<file path="src/rtl/snow64_float_mul_param.sv">
// Parameterized sequential float multiplier. Specials resolve in one edge.
// Normal operands go through a SIG_W-cycle shift-add multiplier.
module snow64_float_mul_param #(
  parameter int EXP_WIDTH     = 8,
  parameter int MANT_WIDTH    = 7,
  parameter int ROUND_NEAREST = 0,
  localparam int W            = 1 + EXP_WIDTH + MANT_WIDTH
) (
  input  logic         clk,
  input  logic         rst_n,
  input  logic         start,
  input  logic [W-1:0] a,
  input  logic [W-1:0] b,
  output logic         can_accept_cmd,
  output logic         data_valid,
  output logic [W-1:0] data
);
  localparam int SIG_W  = MANT_WIDTH + 1;
  localparam int PW     = 2 * SIG_W;
  localparam int EW     = EXP_WIDTH + 2;
  localparam int CW     = $clog2(SIG_W + 1);
  localparam int BIAS_I = (1 << (EXP_WIDTH - 1)) - 1;
  localparam int EMAX_I = (1 << EXP_WIDTH) - 1;
  localparam logic signed [EW-1:0] BIAS_S = EW'(BIAS_I);
  localparam logic signed [EW-1:0] EMAX_S = EW'(EMAX_I);

  typedef enum logic [1:0] {StIdle, StMultiplying, StFinishing} state_e;

  state_e                 state_q, state_d;
  logic [PW-1:0]          mcand_q, mcand_d;
  logic [SIG_W-1:0]       mplier_q, mplier_d;
  logic [PW-1:0]          prod_q, prod_d;
  logic [CW-1:0]          cnt_q, cnt_d;
  logic signed [EW-1:0]   exp_q, exp_d;
  logic                   sign_q, sign_d;
  logic                   spec_q, spec_d;
  logic [W-1:0]           spec_res_q, spec_res_d;
  logic [W-1:0]           data_q, data_d;
  logic                   data_valid_q, data_valid_d;

  // Operand classification
  logic [EXP_WIDTH-1:0]  ea, eb;
  logic [MANT_WIDTH-1:0] ma, mb;
  logic a_zero, b_zero, a_inf, b_inf, a_nan, b_nan, in_sign;
  assign ea      = a[W-2 -: EXP_WIDTH];
  assign eb      = b[W-2 -: EXP_WIDTH];
  assign ma      = a[MANT_WIDTH-1:0];
  assign mb      = b[MANT_WIDTH-1:0];
  assign a_zero  = (ea == '0);
  assign b_zero  = (eb == '0);
  assign a_inf   = (&ea) && (ma == '0);
  assign b_inf   = (&eb) && (mb == '0);
  assign a_nan   = (&ea) && (ma != '0);
  assign b_nan   = (&eb) && (mb != '0);
  assign in_sign = a[W-1] ^ b[W-1];

  // Normalise / round / range-check the finished product
  logic [PW-1:0]         pn;
  logic [MANT_WIDTH-1:0] mant, mant_f;
  logic [MANT_WIDTH:0]   mant_r;
  logic                  guard, sticky, inc;
  logic signed [EW-1:0]  e1, e2;
  logic [W-1:0]          norm_res;

  always_comb begin
    pn     = prod_q[PW-1] ? prod_q : (prod_q << 1);
    e1     = exp_q + {{(EW-1){1'b0}}, prod_q[PW-1]};
    mant   = pn[PW-2 -: MANT_WIDTH];
    guard  = pn[MANT_WIDTH];
    sticky = |pn[MANT_WIDTH-1:0];
    inc    = (ROUND_NEAREST != 0) && guard && (sticky || mant[0]);
    mant_r = {1'b0, mant} + {{MANT_WIDTH{1'b0}}, inc};
    mant_f = mant_r[MANT_WIDTH] ? '0 : mant_r[MANT_WIDTH-1:0];
    e2     = e1 + {{(EW-1){1'b0}}, mant_r[MANT_WIDTH]};
    if (e2 >= EMAX_S)
      norm_res = {sign_q, {EXP_WIDTH{1'b1}}, {MANT_WIDTH{1'b0}}};
    else if (e2 <= 0)
      norm_res = {sign_q, {(W-1){1'b0}}};
    else
      norm_res = {sign_q, e2[EXP_WIDTH-1:0], mant_f};
  end

  always_comb begin
    state_d      = state_q;
    mcand_d      = mcand_q;
    mplier_d     = mplier_q;
    prod_d       = prod_q;
    cnt_d        = cnt_q;
    exp_d        = exp_q;
    sign_d       = sign_q;
    spec_d       = spec_q;
    spec_res_d   = spec_res_q;
    data_d       = data_q;
    data_valid_d = 1'b0;
    case (state_q)
      StIdle: if (start) begin
        sign_d = in_sign;
        if (a_nan || b_nan || (a_inf && b_zero) || (b_inf && a_zero)) begin
          spec_d     = 1'b1;
          spec_res_d = {1'b0, {EXP_WIDTH{1'b1}}, 1'b1, {(MANT_WIDTH-1){1'b0}}};
          state_d    = StFinishing;
        end else if (a_inf || b_inf) begin
          spec_d     = 1'b1;
          spec_res_d = {in_sign, {EXP_WIDTH{1'b1}}, {MANT_WIDTH{1'b0}}};
          state_d    = StFinishing;
        end else if (a_zero || b_zero) begin
          spec_d     = 1'b1;
          spec_res_d = {in_sign, {(W-1){1'b0}}};
          state_d    = StFinishing;
        end else begin
          spec_d   = 1'b0;
          mcand_d  = {{SIG_W{1'b0}}, 1'b1, ma};
          mplier_d = {1'b1, mb};
          prod_d   = '0;
          cnt_d    = CW'(SIG_W);
          exp_d    = $signed({2'b00, ea}) + $signed({2'b00, eb}) - BIAS_S;
          state_d  = StMultiplying;
        end
      end
      StMultiplying: begin
        // One multiplier bit per cycle, LSB first
        if (mplier_q[0]) prod_d = prod_q + mcand_q;
        mcand_d  = mcand_q << 1;
        mplier_d = mplier_q >> 1;
        cnt_d    = cnt_q - 1'b1;
        if (cnt_q == CW'(1)) state_d = StFinishing;
      end
      StFinishing: begin
        data_d       = spec_q ? spec_res_q : norm_res;
        data_valid_d = 1'b1;
        state_d      = StIdle;
      end
      default: state_d = StIdle;
    endcase
  end

  always_ff @(posedge clk or negedge rst_n) begin
    if (!rst_n) begin
      state_q      <= StIdle;
      mcand_q      <= '0;
      mplier_q     <= '0;
      prod_q       <= '0;
      cnt_q        <= '0;
      exp_q        <= '0;
      sign_q       <= 1'b0;
      spec_q       <= 1'b0;
      spec_res_q   <= '0;
      data_q       <= '0;
      data_valid_q <= 1'b0;
    end else begin
      state_q      <= state_d;
      mcand_q      <= mcand_d;
      mplier_q     <= mplier_d;
      prod_q       <= prod_d;
      cnt_q        <= cnt_d;
      exp_q        <= exp_d;
      sign_q       <= sign_d;
      spec_q       <= spec_d;
      spec_res_q   <= spec_res_d;
      data_q       <= data_d;
      data_valid_q <= data_valid_d;
    end
  end

  assign can_accept_cmd = (state_q == StIdle);
  assign data_valid     = data_valid_q;
  assign data           = data_q;
endmodule

</file>
<file path="config.mk">
export PLATFORM = sky130hd
export DESIGN_NAME = snow64_float_mul_param
export DESIGN_NICKNAME = d
export VERILOG_FILES = /design/src/rtl/snow64_float_mul_param.sv
export SDC_FILE = /design/constraint.sdc
export NUM_CORES = 1
export LEC_CHECK = 0
export CORE_MARGIN = 1
export CORE_UTILIZATION = 40
export CTS_CLUSTER_DIAMETER = 50
export DETAILED_ROUTE_END_ITERATION = 10
export PLACE_DENSITY_LB_ADDON = 0.15
export SYNTH_ARGS = -nofsm -noshare
export SYNTH_HDL_FRONTEND = slang
export SYNTH_SLANG_ARGS = --single-unit
</file>
<file path="constraint.sdc">
create_clock -name clk -period 2.5 [get_ports clk]
set_input_delay 0.375 -clock clk [delete_from_list [all_inputs] [get_ports clk]]
set_output_delay 0.375 -clock clk [all_outputs]
set_load 0.005 [all_outputs]
</file>
==> flow_summary.toml <==
[placed_design]
place.gp.congestion = 0.884
place_area_um2 = 5380
port_buffers = 52
place_inst = 697
dp_hpwl_um = 7750

[power_and_ir_drop]
swShare_pct = 37.2
p_int_mw = 4.40
pwr-share-comb_pct = 43.9
powerDensity_nw_per_um2 = 1210
power.clock.fraction_pct = 23.9
power.sequential.fraction_pct = 32.2
p_leak_nw = 2.67
vdd_drop_max_v = 0.000596
p_switching_mw = 2.61

[clocking]
clk_latency_ns = 0.33
hold_buffers = 0
cts_tree = "done"
post_cts_buffers = 0
numCtsBuffers = 9
cts.sinks = 78
cts_root_buf = "clkbuf_16"
htree_levels = 3
clockBufferDepth = 2
clk_pin_slew_ns = 0.05

[setup_path]
slowest_delay_ns = 0.43
cp-end-kind = "flop"
r2r_start = "mcand_q[0]$_DFFE_PN0P_"
cp_cell_sequence = "clkdlybuf4s50_1, ha_1, fa_2, a21o_1, a21o_1, a21o_1, a21oi_2, nor2b_1, o41ai_1"
slowest_stage = "clkdlybuf4s50_1"
crit_start = "a[9]"
critPathMaxFanout = 2
path_delay_family = "compound AO/OA/AOI/OAI gates"
path_class = "input pin to flop"
crit_buf_inv = 1
worstPathRequired_ns = 2.71
cp.arrival_ns = 2.61
startpoint_type = "input pin"
crit_top_cell = "a21o_1"

[logic_synthesis]
seq_area_frac_synth_pct = 42.7
synth_compound_area_share_pct = 16.7
synth_seq_cells = 78
synth_xor_xnor_area_share_pct = 5.75
synth_edf_count = 0
syn_area_um2 = 4570
synth_cells = 505
yosysTopAreaCellShare_pct = 42.7
synthArstFlopShare_pct = 100
synth_adder_area_share_pct = 10.2
synthTopCellsByArea = "dfrtp_1 (43%), ha_1 (9.3%), nand2_1 (7.0%)"
synth_top_family_by_area = "simple AND/OR/NAND/NOR gates"
synth_fp_nets = 576
avgSynthCellArea_um2 = 9.05
synth_flop_cell = "dfrtp_1"
synth.mux.area_fraction_pct = 1.78
synth-simple-area-share_pct = 19.4
synth_warnings = 0
synth_cell_type_count = 52
synth_largest_area_cell = "dfrtp_1"

[sta]
fmax_ghz = 0.417
worst_pin_slew_ns = 0.609
finalHoldViolCount = 7
min_period_ns = 2.40
finalMaxSlewViolations = 0
skew_ns = 0.00973
min_period_over_period_pct = 95.8
rsz0062_at_grt = "false"
hold_ws_ns = -0.00852
max_slew_margin_pct = 59.4
report.final.setup_viol = 0

[routing]
drt_iter0_markers = 161
vias = 3746
final_antenna_net_count = 0
drc = 0
vias_per_cell = 5.26
drt_wl_total_um = 10100
drtPass1Iterations = 4
wl_per_cell_um = 14.1

[run]
maxCapViolCount = 0

[layout]
multiInputGateArea_um2 = 2500
antenna_cells = 0
syn2layout_area_growth_pct = 27.0
final_nets = 639
drive_gt1_share_pct = 9.27
seq_area_um2 = 1950
stdcell_count = 712
fill_cells = 1015
final_area_um2 = 5810

[outcome]
violations = "hold timing"
status = "finished with violations"

[floorplanning]
die_h_um = 109
core_um2 = 11000
fp.dieW_um = 109
ios = 53
rows = 38
initial_core_util_pct = 41.6
die_area_um2 = 11900

[min_path]
hold_class = "input pin to asynchronous set/reset pin"

[grt]
grt_use_total_pct = 18.6
grt_pass1_wl_um = 17200
grt-ovfl-total = 0
grt_start_max_net_pins = 34
antenna_found_initial = 0
grt_pass1_vias = 3620
## per-layer routing
metal	global-route usage (%)	wire (um)	vias to the layer above
met1	25.4	4980	1772
met5	0	0	-
met2	30.3	4690	50
met4	4.54	77	0
met3	3.59	311	7
li1	-	-	1917
## state kept, by name, summed over array words and instances (netlist names)
register,cells
data,16
mcand_q,16
prod_q,16
exp_q,10
mplier_q,8
cnt_q,4
spec_res_q,3
state_q,2
data_valid,1
sign_q,1
spec_q,1
## power groups by stage
stage / Sequential [mW] / Clock [mW] / Combinational [mW]
finish: 2.26 / 1.68 / 3.08
global route: 2.34 / 1.76 / 3.49
CTS: 2.26 / 1.71 / 3.08
detailed placement: 2.28 / 0 / 3.05
global placement: 2.27 / 0 / 2.97
floorplan: 2.13 / 0 / 2.26
## area by class of cell
cell class	instances	share of cell area [%]
inverter	18	1.16
sequential	78	33.6
multi-input combinational	386	43.1
timing repair buffer	75	12.5
clock inverter	6	2.74
clock buffer	9	3.88
tap	140	3.02
## logic make-up (layout without fill, tap and decap cells)
group                    count (synthesis)  count (layout)
flip-flops                              78              78
buffers and inverters                   41             108
XOR/XNOR                                30              30
adder cells (fa/ha/maj)                 36              36
multiplexers                             8               8
AND/OR/NAND/NOR                        192             192
AO/OA/AOI/OAI                          120             120
## what timing repair did
item / CTS / global route
resized for setup: 9 / 4
pin swaps: 5 / 0
setup endpoints to repair: 2 / 3
## final timing paths
path,endpoint,slack (ns),cells past startpoint
min,cnt_q[3]$_DFFE_PN0P_,-0.009,1
min in group clk,data[15]$_DFFE_PN0P_,0.48,2
max in group asynchronous,prod_q[6]$_DFFE_PN0P_,1.92,2
max reg2reg,prod_q[12]$_DFFE_PN0P_,0.16,9
min reg2reg,data[15]$_DFFE_PN0P_,0.48,2
max,exp_q[9]$_DFFE_PN0P_,0.10,9
## cell usage after synthesis (5+ instances only)
cell      count
a21o_1        9
a21oi_1      19
a22o_1        9
a22oi_1       6
a31oi_1      14
buf_2         5
clkbuf_1     15
dfrtp_1      78
ha_1         34
inv_1        18
mux2i_1       7
nand2_1      85
nand3_1      20
nand4_1      11
nor2_1       39
nor3_1        6
nor4_1        5
o21a_1        5
o21ai_0      34
o21ai_1       5
or4_1         5
xnor2_1      16
xor2_1       14
## stage by stage
step / setup slack, ns / setup TNS [ns] / power (mW) / hold slack, ns / util (%)
after floorplan: 0.161 / 0 / 4.40 / 0.0794 / -
after global placement: -0.374 / -2.81 / 5.24 / 0.356 / 49.0
after detailed placement: -0.439 / -3.92 / 5.33 / 0.357 / 49.0
after CTS: 0.0988 / 0 / 7.06 / 0.00426 / 52.7
after global routing: 0.00527 / 0 / 7.60 / 0.0171 / 52.9
final: 0.104 / 0 / 7.01 / -0.00852 / 52.9
## layout by cell type (no fill, tap or decap), types with 18 or more instances in the layout
master            n
inv_1            18
clkdlybuf4s50_1  47
buf_4            21
ha_1             31
nand3_1          20
nand2_1          85
o21ai_0          34
dfrtp_1          78
nor2_1           39
No activity file was read; power rests on OpenSTA's default activity.
